[config.mk]
export PLATFORM = sky130hd
export DESIGN_NAME = id_ex_stage
export DESIGN_NICKNAME = d
export VERILOG_FILES = /design/src/rtl/core_pkg.sv /design/src/rtl/fwd_mux.sv /design/src/rtl/id_ex_stage.sv
export SDC_FILE = /design/constraint.sdc
export NUM_CORES = 1
export LEC_CHECK = 0
export ABC_AREA = 1
export CELL_PAD_IN_SITES_DETAIL_PLACEMENT = 1
export CELL_PAD_IN_SITES_GLOBAL_PLACEMENT = 2
export CORE_MARGIN = 2
export CORE_UTILIZATION = 20
export DETAILED_ROUTE_END_ITERATION = 16
export HOLD_SLACK_MARGIN = 0.12
export PLACE_DENSITY = 0.88
export REMOVE_ABC_BUFFERS = 1
export SLEW_MARGIN = 20
export SYNTH_ARGS = -nofsm -noshare
export SYNTH_HDL_FRONTEND = slang
export SYNTH_SLANG_ARGS = --single-unit
[constraint.sdc]
create_clock -name clk -period 2.3 [get_ports clk]
set_clock_uncertainty 0.15 [all_clocks]
set_input_delay 0.69 -clock clk [delete_from_list [all_inputs] [get_ports clk]]
set_output_delay 0.69 -clock clk [all_outputs]
set_load 0.02 [all_outputs]
[src/rtl/core_pkg.sv]
// Shared RV32 core definitions: datapath widths, ALU opcodes and the
// control bundle carried from decode into execute.
package core_pkg;

  localparam int XLEN       = 32;
  localparam int REG_ADDR_W = 5;

  localparam logic [2:0] ALU_ADD = 3'b000;
  localparam logic [2:0] ALU_SUB = 3'b001;
  localparam logic [2:0] ALU_AND = 3'b010;
  localparam logic [2:0] ALU_OR  = 3'b011;
  localparam logic [2:0] ALU_XOR = 3'b100;
  localparam logic [2:0] ALU_SLL = 3'b101;
  localparam logic [2:0] ALU_SRL = 3'b110;
  localparam logic [2:0] ALU_SLT = 3'b111;

  typedef struct packed {
    logic       reg_write;
    logic       mem_read;
    logic       mem_write;
    logic       alu_src_imm;
    logic [2:0] alu_ctrl;
  } id_ex_ctrl_t;

  localparam id_ex_ctrl_t CTRL_NOP = '0;

endpackage

[src/rtl/fwd_mux.sv]
// Per-source operand forwarding select: EX/MEM result beats MEM/WB result,
// which beats the stored register value. Combinational; x0 always reads zero.
module fwd_mux
  import core_pkg::*;
#(
  parameter int XLEN       = core_pkg::XLEN,
  parameter int REG_ADDR_W = core_pkg::REG_ADDR_W
) (
  input  logic [REG_ADDR_W-1:0] rs,
  input  logic [XLEN-1:0]       stored_dat,
  input  logic                  mem_fwd_en,
  input  logic [REG_ADDR_W-1:0] mem_fwd_rd,
  input  logic [XLEN-1:0]       mem_fwd_dat,
  input  logic                  wb_fwd_en,
  input  logic [REG_ADDR_W-1:0] wb_fwd_rd,
  input  logic [XLEN-1:0]       wb_fwd_dat,
  output logic [XLEN-1:0]       fwd_dat
);

  always_comb begin
    fwd_dat = stored_dat;
    if (rs == '0) begin
      fwd_dat = '0;
    end else if (mem_fwd_en && (mem_fwd_rd == rs)) begin
      fwd_dat = mem_fwd_dat;
    end else if (wb_fwd_en && (wb_fwd_rd == rs)) begin
      fwd_dat = wb_fwd_dat;
    end
  end

endmodule

[src/rtl/id_ex_stage.sv]
// ID/EX pipeline register with operand forwarding and load-use stall; one cycle latency.
// Holds all fields while out_ready is low, refreshing source data from forwarding each cycle.
module id_ex_stage
  import core_pkg::*;
#(
  parameter int XLEN       = core_pkg::XLEN,
  parameter int REG_ADDR_W = core_pkg::REG_ADDR_W
) (
  input  logic                  clk,
  input  logic                  rst,
  input  logic                  in_valid,
  output logic                  in_ready,
  input  logic [XLEN-1:0]       in_pc,
  input  logic [REG_ADDR_W-1:0] in_rs1,
  input  logic [REG_ADDR_W-1:0] in_rs2,
  input  logic [XLEN-1:0]       in_rs1_data,
  input  logic [XLEN-1:0]       in_rs2_data,
  input  logic [XLEN-1:0]       in_imm,
  input  logic [REG_ADDR_W-1:0] in_rd,
  input  logic [2:0]            in_alu_ctrl,
  input  logic                  in_alu_src_imm,
  input  logic                  in_reg_write,
  input  logic                  in_mem_read,
  input  logic                  in_mem_write,
  input  logic                  mem_fwd_en,
  input  logic [REG_ADDR_W-1:0] mem_fwd_rd,
  input  logic [XLEN-1:0]       mem_fwd_data,
  input  logic                  wb_fwd_en,
  input  logic [REG_ADDR_W-1:0] wb_fwd_rd,
  input  logic [XLEN-1:0]       wb_fwd_data,
  input  logic                  flush,
  output logic                  out_valid,
  input  logic                  out_ready,
  output logic [XLEN-1:0]       out_a,
  output logic [XLEN-1:0]       out_b,
  output logic [2:0]            out_alu_ctrl,
  output logic [XLEN-1:0]       out_store_data,
  output logic [XLEN-1:0]       out_pc,
  output logic [REG_ADDR_W-1:0] out_rd,
  output logic                  out_reg_write,
  output logic                  out_mem_read,
  output logic                  out_mem_write
);

  logic                  valid_q, valid_d;
  id_ex_ctrl_t           ctrl_q, ctrl_d;
  logic [XLEN-1:0]       pc_q, pc_d;
  logic [XLEN-1:0]       imm_q, imm_d;
  logic [XLEN-1:0]       rs1_dat_q, rs1_dat_d;
  logic [XLEN-1:0]       rs2_dat_q, rs2_dat_d;
  logic [REG_ADDR_W-1:0] rs1_q, rs1_d;
  logic [REG_ADDR_W-1:0] rs2_q, rs2_d;
  logic [REG_ADDR_W-1:0] rd_q, rd_d;

  id_ex_ctrl_t           in_ctrl;
  logic [XLEN-1:0]       fwd_rs1, fwd_rs2;
  logic                  load_use;
  logic                  advance;
  logic                  accept;

  fwd_mux #(.XLEN(XLEN), .REG_ADDR_W(REG_ADDR_W)) u_fwd_rs1 (
    .rs          (rs1_q),
    .stored_dat  (rs1_dat_q),
    .mem_fwd_en  (mem_fwd_en),
    .mem_fwd_rd  (mem_fwd_rd),
    .mem_fwd_dat (mem_fwd_data),
    .wb_fwd_en   (wb_fwd_en),
    .wb_fwd_rd   (wb_fwd_rd),
    .wb_fwd_dat  (wb_fwd_data),
    .fwd_dat     (fwd_rs1)
  );

  fwd_mux #(.XLEN(XLEN), .REG_ADDR_W(REG_ADDR_W)) u_fwd_rs2 (
    .rs          (rs2_q),
    .stored_dat  (rs2_dat_q),
    .mem_fwd_en  (mem_fwd_en),
    .mem_fwd_rd  (mem_fwd_rd),
    .mem_fwd_dat (mem_fwd_data),
    .wb_fwd_en   (wb_fwd_en),
    .wb_fwd_rd   (wb_fwd_rd),
    .wb_fwd_dat  (wb_fwd_data),
    .fwd_dat     (fwd_rs2)
  );

  // Both sources are compared even when the consumer ignores rs2 (imm forms).
  always_comb begin
    load_use = valid_q && ctrl_q.mem_read && (rd_q != '0) && in_valid &&
               ((in_rs1 == rd_q) || (in_rs2 == rd_q));
    advance  = !valid_q || out_ready;
    in_ready = flush || (advance && !load_use);
    accept   = in_valid && in_ready;
  end

  always_comb begin
    in_ctrl             = CTRL_NOP;
    in_ctrl.reg_write   = in_reg_write;
    in_ctrl.mem_read    = in_mem_read;
    in_ctrl.mem_write   = in_mem_write;
    in_ctrl.alu_src_imm = in_alu_src_imm;
    in_ctrl.alu_ctrl    = in_alu_ctrl;
  end

  always_comb begin
    valid_d   = valid_q;
    ctrl_d    = ctrl_q;
    pc_d      = pc_q;
    imm_d     = imm_q;
    rs1_dat_d = rs1_dat_q;
    rs2_dat_d = rs2_dat_q;
    rs1_d     = rs1_q;
    rs2_d     = rs2_q;
    rd_d      = rd_q;
    if (flush) begin
      valid_d = 1'b0;
      ctrl_d  = CTRL_NOP;
    end else if (accept) begin
      valid_d   = 1'b1;
      ctrl_d    = in_ctrl;
      pc_d      = in_pc;
      imm_d     = in_imm;
      rs1_dat_d = in_rs1_data;
      rs2_dat_d = in_rs2_data;
      rs1_d     = in_rs1;
      rs2_d     = in_rs2;
      rd_d      = in_rd;
    end else if (advance) begin
      // Drained with nothing accepted (idle or load-use bubble).
      valid_d = 1'b0;
      ctrl_d  = CTRL_NOP;
    end else begin
      // Stalled: capture late writebacks so they survive past their one-cycle pulse.
      rs1_dat_d = fwd_rs1;
      rs2_dat_d = fwd_rs2;
    end
  end

  always_ff @(posedge clk) begin
    if (rst) begin
      valid_q   <= 1'b0;
      ctrl_q    <= CTRL_NOP;
      pc_q      <= '0;
      imm_q     <= '0;
      rs1_dat_q <= '0;
      rs2_dat_q <= '0;
      rs1_q     <= '0;
      rs2_q     <= '0;
      rd_q      <= '0;
    end else begin
      valid_q   <= valid_d;
      ctrl_q    <= ctrl_d;
      pc_q      <= pc_d;
      imm_q     <= imm_d;
      rs1_dat_q <= rs1_dat_d;
      rs2_dat_q <= rs2_dat_d;
      rs1_q     <= rs1_d;
      rs2_q     <= rs2_d;
      rd_q      <= rd_d;
    end
  end

  assign out_valid      = valid_q;
  assign out_a          = fwd_rs1;
  assign out_b          = ctrl_q.alu_src_imm ? imm_q : fwd_rs2;
  assign out_store_data = fwd_rs2;
  assign out_alu_ctrl   = ctrl_q.alu_ctrl;
  assign out_pc         = pc_q;
  assign out_rd         = rd_q;
  assign out_reg_write  = ctrl_q.reg_write;
  assign out_mem_read   = ctrl_q.mem_read;
  assign out_mem_write  = ctrl_q.mem_write;

endmodule

Yosys cells after proc, flatten, opt, wreduce, memory -nomap -nowiden
Cells that the tools add are included.
{"block": "totals", "ff_bits": 151}
{"block": "op_classes", "n_eq_ne": 7, "n_reduce_logical": 22, "bitwise": 1, "muxes": 15}
{"cell": "32-bit two-way mux", "count": 11}
{"cell": "5-bit == test", "count": 6}
{"cell": "7-bit two-way mux", "count": 2}
{"cell": "1-bit logical AND", "count": 10}
{"cell": "5-bit zero test", "count": 2}
{"cell": "5-bit nonzero test", "count": 1}
{"cell": "2-bit AND reduction", "count": 2}
{"cell": "1-bit logical OR", "count": 3}
{"cell": "1-bit zero test", "count": 2}
{"cell": "1-bit two-way mux", "count": 2}
{"cell": "2-bit by 1-bit inequality test with 1-bit output (second input constant)", "count": 1}
{"cell": "2-bit nonzero test", "count": 1}
{"cell": "2-bit OR reduction", "count": 1}
{"cell": "1-bit NOT", "count": 1}

Logic depth before layout (Yosys ltp)
Gate-level depths: netlist (run 1).
{"block": "depth", "word_depth": 10, "ltp_mapped": 14, "ltp_nobuf": 13}

Modules after synthesis
Synthesis (run 1) repeated with hierarchy kept, for this count alone.
{"block": "unflattened", "hier_cells": 1705, "hier_area_um2": 10143.5}
{"module": "id_ex_stage", "seq_area_each_um2": 3022.9, "cells_each": 1107, "area_each_um2": 7320.8, "n_inst": 1}
{"module": "fwd_mux", "seq_area_each_um2": 0.0, "cells_each": 299, "area_each_um2": 1411.4, "n_inst": 2}

Least setup slack after synthesis (run 1)
Ideal clock, no wire load.
{"block": "synth_path", "path_kind": "input to output", "start": "in wb_fwd_rd[3]", "end": "out out_b[10]", "arrival_ns": 2.007, "required_time_ns": 1.460, "path_slack_ns": -0.547, "path_buffers": 1, "path_stages": 10, "cell_sequence": "inv_1 -> nand2_1 -> nand2_1 -> nor2_1 -> nand3_1 -> clkbuf_1 -> nand2_1 -> nand3_1 -> nand2_1 -> o21ai_0"}
{"block": "synth_between", "elab_chain_cells": 6}
{"item": "start, declared", "line_no": "id_ex_stage.sv:29", "text": "input logic [REG_ADDR_W-1:0] wb_fwd_rd,"}
{"item": "5-bit == test", "line_no": "fwd_mux.sv:26", "text": "end else if (wb_fwd_en && (wb_fwd_rd == rs)) begin"}
{"item": "1-bit logical AND", "line_no": "fwd_mux.sv:26"}
{"item": "32-bit two-way mux", "line_no": "fwd_mux.sv:26"}
{"item": "32-bit two-way mux", "line_no": "fwd_mux.sv:24", "text": "end else if (mem_fwd_en && (mem_fwd_rd == rs)) begin"}
{"item": "32-bit two-way mux", "line_no": "fwd_mux.sv:22", "text": "if (rs == '0) begin"}
{"item": "32-bit two-way mux", "line_no": "id_ex_stage.sv:163", "text": "assign out_b = ctrl_q.alu_src_imm ? imm_q : fwd_rs2;"}
{"item": "end, declared", "line_no": "id_ex_stage.sv:35", "text": "output logic [XLEN-1:0] out_b,"}
No other way between the ends.

Worst setup path after layout (run 1)
{"block": "layout_path", "start": "in wb_fwd_rd[1]", "end": "out out_b[21]"}
Same word-level chain as after synthesis.

==> flow_metrics.py, run 1 <==
metrics = {
    "synthesis": {
        "synth_seq_cells": 151,
        "synth-edff-count": 0,
        "synth.distinct_cells": 24,
        "syn_avg_cell_area_um2": 5.71,
        "synth_top_area_frac": 0.304,
        "ys_seq_area_frac": 0.304,
        "ys_async_sr_fraction": 0,
        "synth_area_um2": 9940,
        "yosys-top-cells-area": "dfxtp_1, nand2_1, nand3_1, nor2_1, a21oi_1",
        "ys.flop_type": "dfxtp_1",
        "ys_warn_count": 0,
        "yosysTopAreaCell": "dfxtp_1",
        "netlist_instances": 1740,
    },
    "pwr": {
        "p_seq_frac": 0.314,
        "swShare": 0.358,
        "power_density_nw_per_um2": 476,
        "ir_drop_v": 0.000532,
        "pwr-share-clk": 0.343,
        "comb_power_share": 0.343,
        "p_total_uw": 9130,
        "power_switching_uw": 3270,
        "p_int_uw": 5860,
        "leakagePower_uw": 0.00902,
    },
    "drt": {
        "ant_nets": 0,
        "route.detailed.wl_per_inst_um": 21.3,
        "routed_wirelength_um": 62500,
        "vias_per_cell": 4.71,
        "vias": 13800,
        "drc": 0,
        "drt_pass1_iterations": 5,
        "drt_iter0_markers": 681,
    },
    "floorplanning": {
        "initial_core_util": 0.203,
        "dieArea_um2": 51500,
        "fp.dieW_um": 227,
        "coreArea_um2": 49000,
        "rows": 81,
        "fp.dieH_um": 227,
        "ios": 372,
    },
    "sta": {
        "worst_slack_ns": -0.846,
        "hold_ws_ns": 0.313,
        "fin_setup_tns_ns": -70.80,
        "finalHoldViolCount": 0,
        "tightest_slew_ns": 0.582,
        "layout_min_cycle_time_ns": 3.15,
        "setup_viol": 98,
        "finalCritPeriodShare": 1.37,
        "final_max_slew_viol_count": 0,
        "fmax_ghz": 0.318,
        "rsz0062_at_grt": "yes",
        "slew_headroom": 0.612,
    },
    "critical_path": {
        "arrival_ns": 2.31,
        "crit_path_end_kind": "primary output",
        "worstSetupPathType": "input pin to primary output",
        "startpoint": "wb_fwd_rd[1]",
        "cp_max_fo": 5,
        "cp-start-kind": "input pin",
        "r2r_cells": 16,
        "worstReg2RegStart": "rs1_q[0]$_SDFFE_PP0P_",
        "cp.required_ns": 1.46,
    },
    "cells_and_area": {
        "fillCellCount": 5999,
        "layout-drive-gt1-share": 0.365,
        "area_growth_pct": 93.0,
        "nNetsFinal": 2484,
        "fin_cells": 2933,
    },
    "global_routing": {
        "grt_first_pass_wirelength_um": 86500,
        "grt_max_degree": 81,
        "grt_usage": 0.228,
        "gr-total-overflow": 0,
        "antenna_found_initial": 7,
        "grt_pass1_vias": 14100,
    },
    "clock_network": {
        "cts_root_buf": "clkbuf_16",
        "cts_max_path_buffers": 2,
        "clkSinkCount": 151,
        "numCtsBuffers": 17,
        "cts_tree": "done",
        "clkLatencyLatePin_ns": 0.50,
        "htreeDepth": 4,
        "clk_pin_slew_ns": 0.08,
    },
    "status": {
        "outcome": "complete, but fails checks",
        "violations": "setup timing",
    },
    "place": {
        "gp_congestion": 0.792,
        "io_buffers": 371,
        "hpwl_um": 38200,
        "dp.cells": 2780,
    },
    "run": {
        "max_cap_violations": 0,
    },
    "min_path": {
        "hp-start": "out_pc[25]$_SDFFE_PP0P_",
        "hold_class": "register to register",
        "min_path_cells": 2,
    },
}
-- path summary, 6_finish.rpt --
| kind | slack (ns) | endpoint |
|---|---|---|
| max | -0.85 | out_b[21] |
| min | 0.31 | out_pc[25]$_SDFFE_PP0P_ |
| max reg2reg | 0.01 | rs1_dat_q[17]$_SDFFE_PP0P_ |
| min reg2reg | 0.31 | out_pc[25]$_SDFFE_PP0P_ |
-- final cells by class --
type / instances / area [um^2] / area share
Clock inverter: 15 / 180 / 0.00939
Antenna cell: 3 / 7.51 / 0.000391
Tap cell: 664 / 831 / 0.0433
Sequential cell: 151 / 3070 / 0.160
Inverter: 168 / 669 / 0.0349
Clock buffer: 17 / 425 / 0.0222
Multi-Input combinational cell: 1284 / 7110 / 0.371
Timing Repair Buffer: 631 / 6890 / 0.359
-- flip-flops by register name, summed over array words and instances (netlist names), 3 cells and up --
register,count
imm_q,32
out_pc,32
rs1_dat_q,32
rs2_dat_q,32
out_rd,5
rs1_q,5
rs2_q,5
out_alu_ctrl,3
-- metal layers --
layer,global-route usage,vias up,part of all wire
li1,-,6576,-
met3,0.0565,106,0.058
met2,0.389,401,0.49
met4,0.0766,6,0.027
met5,0,-,0.00066
met1,0.277,6727,0.43
-- Yosys cell counts (all sizes together), types with 35 or more instances --
cell and instances:
nand3 289, dfxtp 151, buf 79, a21oi 90
nor2 278, nand4 67, clkbuf 58, inv 168
o21ai 35, nand2 517
-- cells by family (layout without fill, tap and decap cells) --
logic type | Yosys count | in the layout | share of synthesized area
AOI/OAI and AO/OA | 127 | 127 | 0.0650
xor gates and xnor gates | 4 | 4 | 0.00353
buffers and inverters | 305 | 831 | 0.133
DFF | 151 | 151 | 0.304
other | 0 | 3 | 0
and+or+nand+nor | 1153 | 1153 | 0.494
-- through the flow --
step	util	cell area [um^2]	setup slack, ns
6_report	0.392	19200	-0.846
5_1_grt	0.392	19200	-0.938
4_1_cts	0.361	17700	-0.908
3_5_place_dp	0.314	15400	-1.55
3_3_place_gp	0.314	15400	-1.51
2_1_floorplan	-	9240	-2.76
-- power by group through the flow --
| stage | combinational [uW] | sequential (uW) | clock (uW) |
|---|---|---|---|
| 6_report | 3130 | 2870 | 3130 |
| 5_1_grt | 3360 | 2890 | 3310 |
| 4_1_cts | 2790 | 2860 | 3230 |
| 3_5_place_dp | 2510 | 2920 | 0 |
| 3_3_place_gp | 2470 | 2910 | 0 |
| 2_1_floorplan | 1030 | 2940 | 0 |
-- worst max-delay path, cell delays in order --
cell             delay, ns
clkdlybuf4s15_2       0.21
buf_6                 0.13
nand2_4               0.08
nand2_4               0.05
nor2_4                0.16
buf_12                0.15
buf_12                0.12
buf_4                 0.11
nand3_2               0.07
nand3_2               0.07
nand2_2               0.06
buf_6                 0.12
o21ai_4               0.14
buf_6                 0.13
-- cells in the final DEF (no fill, tap or decap), types with 4 or more instances in the layout --
cell type        Yosys  routed
buf_16               0      12
nand2_1            516     405
buf_6               11     122
dfxtp_2              0       6
buf_4                9     151
nand2_2              0      92
buf_12               0      53
inv_2               58      75
a21oi_2              0       5
clkbuf_16            0      27
o21ai_4              0       6
dfxtp_1            151     135
nor2_1             276     197
inv_4                0      10
inv_6                0       6
buf_2               49       8
inv_8                0       4
nand4_1             66      66
o21ai_1              0      10
nand3_4              1      18
clkdlybuf4s50_1      0     205
nand3_2              2      71
nand2_4              1      19
dfxtp_4              0      10
clkbuf_2             0       8
dlygate4sd2_1        0      47
nand3_1            286     200
o21ai_2              0      18
buf_8                0       9
nor2_4               0      35
inv_1              110      81
clkdlybuf4s15_1      0       4
nor2_2               2      46
a21oi_1             90      84
-- repair_timing --
action | in CTS | in global routing
hold buffers | 0 | 0
gates resized for setup | 885 | 348
gates cloned | 16 | 10
pin swaps | 80 | 143
setup buffers | 61 | 49
setup endpoints to repair | 290 | 243
(Power assumes the default switching activity.)
==> run 2, diff against run 1 <==
PLACE_DENSITY = 0.86   (was 0.88)
==> flow_metrics.py, run 2 (synthesis results as in run 1) <==
metrics = {
    "drt": {
        "ant_nets": 0,
        "route.detailed.wl_per_inst_um": 21.9,
        "drt_iter0_markers": 648,
        "drt_pass1_iterations": 5,
        "vias_per_cell": 4.81,
        "drc": 0,
        "routed_wirelength_um": 63600,
        "vias": 14000,
    },
    "floorplanning": {
        "initial_core_util": 0.203,
        "fp.dieH_um": 227,
        "rows": 81,
        "fp.dieW_um": 227,
        "coreArea_um2": 49000,
        "dieArea_um2": 51500,
        "ios": 372,
    },
    "critical_path": {
        "crit_path_end_kind": "primary output",
        "arrival_ns": 2.21,
        "cp_max_fo": 4,
        "worstReg2RegStart": "rs2_q[0]$_SDFFE_PP0P_",
        "cp.required_ns": 1.46,
        "r2r_cells": 18,
        "worstSetupPathType": "input pin to primary output",
        "r2r_setup_slack_ns": 0.06,
        "r2r-end": "rs2_dat_q[7]$_SDFFE_PP0P_",
        "cp-start-kind": "input pin",
    },
    "min_path": {
        "hold_class": "register to register",
        "holdPathEnd": "out_pc[26]$_SDFFE_PP0P_",
        "min_path_cells": 2,
        "hp-start": "out_pc[26]$_SDFFE_PP0P_",
    },
    "cells_and_area": {
        "stdcell_area_um2": 19700,
        "multi_input_area_um2": 7850,
        "post-route-util": 0.403,
        "most-common-layout-cells": "nand2_1, clkdlybuf4s50_1, nor2_1",
        "seqCellArea_um2": 3070,
        "fillCellCount": 5932,
        "final_common_cell": "nand2_1",
        "area_growth_pct": 98.8,
        "layout-drive-gt1-share": 0.400,
        "nNetsFinal": 2459,
    },
    "clock_network": {
        "cts_tree": "done",
        "clkSinkCount": 151,
        "htreeDepth": 4,
        "clk_pin_slew_ns": 0.07,
        "clkLatencyLatePin_ns": 0.49,
        "numCtsBuffers": 17,
        "cts-hold-fix-buffers": 0,
        "cts_root_buf": "clkbuf_16",
        "cts_max_path_buffers": 2,
    },
    "sta": {
        "worst_slack_ns": -0.751,
        "tightest_slew_ns": 0.703,
        "slew_headroom": 0.532,
        "finalHoldViolCount": 0,
        "finalCritPeriodShare": 1.33,
        "rsz0062_at_grt": "yes",
        "fmax_ghz": 0.328,
        "layout_min_cycle_time_ns": 3.05,
        "setup_viol": 97,
        "hold_ws_ns": 0.317,
        "final_max_slew_viol_count": 0,
    },
    "global_routing": {
        "grt_first_pass_wirelength_um": 90300,
        "antenna_found_initial": 6,
        "grt_pass1_vias": 14600,
        "met3_usage": 0.0619,
        "grt_use_met1": 0.284,
        "grt_max_degree": 65,
        "met2_usage": 0.410,
        "gr-total-overflow": 0,
        "grt_busiest_layer": "met2",
        "grt_usage": 0.237,
    },
    "pwr": {
        "power_density_nw_per_um2": 460,
        "p_seq_frac": 0.318,
        "comb_power_share": 0.368,
        "power_switching_uw": 3360,
        "pwr-share-clk": 0.314,
        "ir_drop_v": 0.000489,
        "p_int_uw": 5730,
        "swShare": 0.370,
        "leakagePower_uw": 0.00917,
    },
    "run": {
        "max_cap_violations": 0,
    },
    "place": {
        "io_buffers": 371,
        "gp_congestion": 0.846,
        "dpl-instance-area_um2": 15300,
        "hpwl_um": 38000,
    },
    "status": {
        "violations": "setup timing",
        "outcome": "complete, but fails checks",
    },
}
run 2: per-layer routing:
layer  wire [um]  vias to the layer above
li1            -                     6511
met1       26000                     6869
met2       31400                      479
met3        4310                      120
met4        1970                        4
met5          25                        -
run 2: worst max-delay path, stage by stage:
cell             delay [ns]
clkdlybuf4s15_2        0.22
inv_2                  0.05
nand2_2                0.05
nand2_2                0.06
nor2_4                 0.12
nand3_4                0.11
buf_12                 0.16
buf_8                  0.13
buf_16                 0.15
nor2_4                 0.08
nor2_2                 0.05
nand2_1                0.12
inv_2                  0.06
buf_6                  0.13
run 2: per-stage QoR:
step                TNS, ns  total power (uW)  std cells  setup slack [ns]
finish               -61.97              9090       2910            -0.751
global route         -70.96              9510       2908            -0.838
CTS                  -70.80              8960       2899            -0.841
detailed placement  -252.74              5420       2773             -1.62
global placement    -237.20              5370       2773             -1.56
floorplan           -517.34              3970       1603             -2.76
run 2: how the worst max path moves through the flow:
stage                          startpoint                    end  slack (ns)  cells past startpoint
floorplan                       out_ready  imm_q[0]$_SDFFE_PP0P_       -2.76                      8
global placement             wb_fwd_rd[0]              out_b[22]       -1.56                     11
CTS                 rs2_q[0]$_SDFFE_PP0P_     out_store_data[16]       -0.84                     13
finish                      mem_fwd_rd[1]               out_a[4]       -0.75                     14
detailed placement           wb_fwd_rd[3]              out_b[22]       -1.62                     11
global route        rs1_q[1]$_SDFFE_PP0P_               out_a[4]       -0.84                     13
run 2: repair_timing:
| item | in CTS | in global routing |
|---|---|---|
| pin swaps | 136 | 136 |
| setup endpoints to repair | 292 | 222 |
| setup buffers | 73 | 20 |
| gates cloned | 24 | 6 |
| gates resized for setup | 1189 | 278 |
| endpoints found under the hold margin | 0 | 0 |
run 2: cell type report:
type | count | share of cell area
multi-input cells | 1284 | 0.398
repair buffers | 606 | 0.341
flip-flops and latches | 151 | 0.155
well taps | 664 | 0.0421
inverters | 168 | 0.0353
clock buffers | 17 | 0.0215
clock inverters | 15 | 0.00659
diodes | 5 | 0.000634
run 2: power by group through the flow:
stage	registers [uW]	logic (uW)	clock network, uW
final	2890	3340	2850
after global routing	2910	3570	3030
after floorplan	2940	1030	0
after global placement	2910	2460	0
after CTS	2890	3130	2950
after detailed placement	2920	2500	0
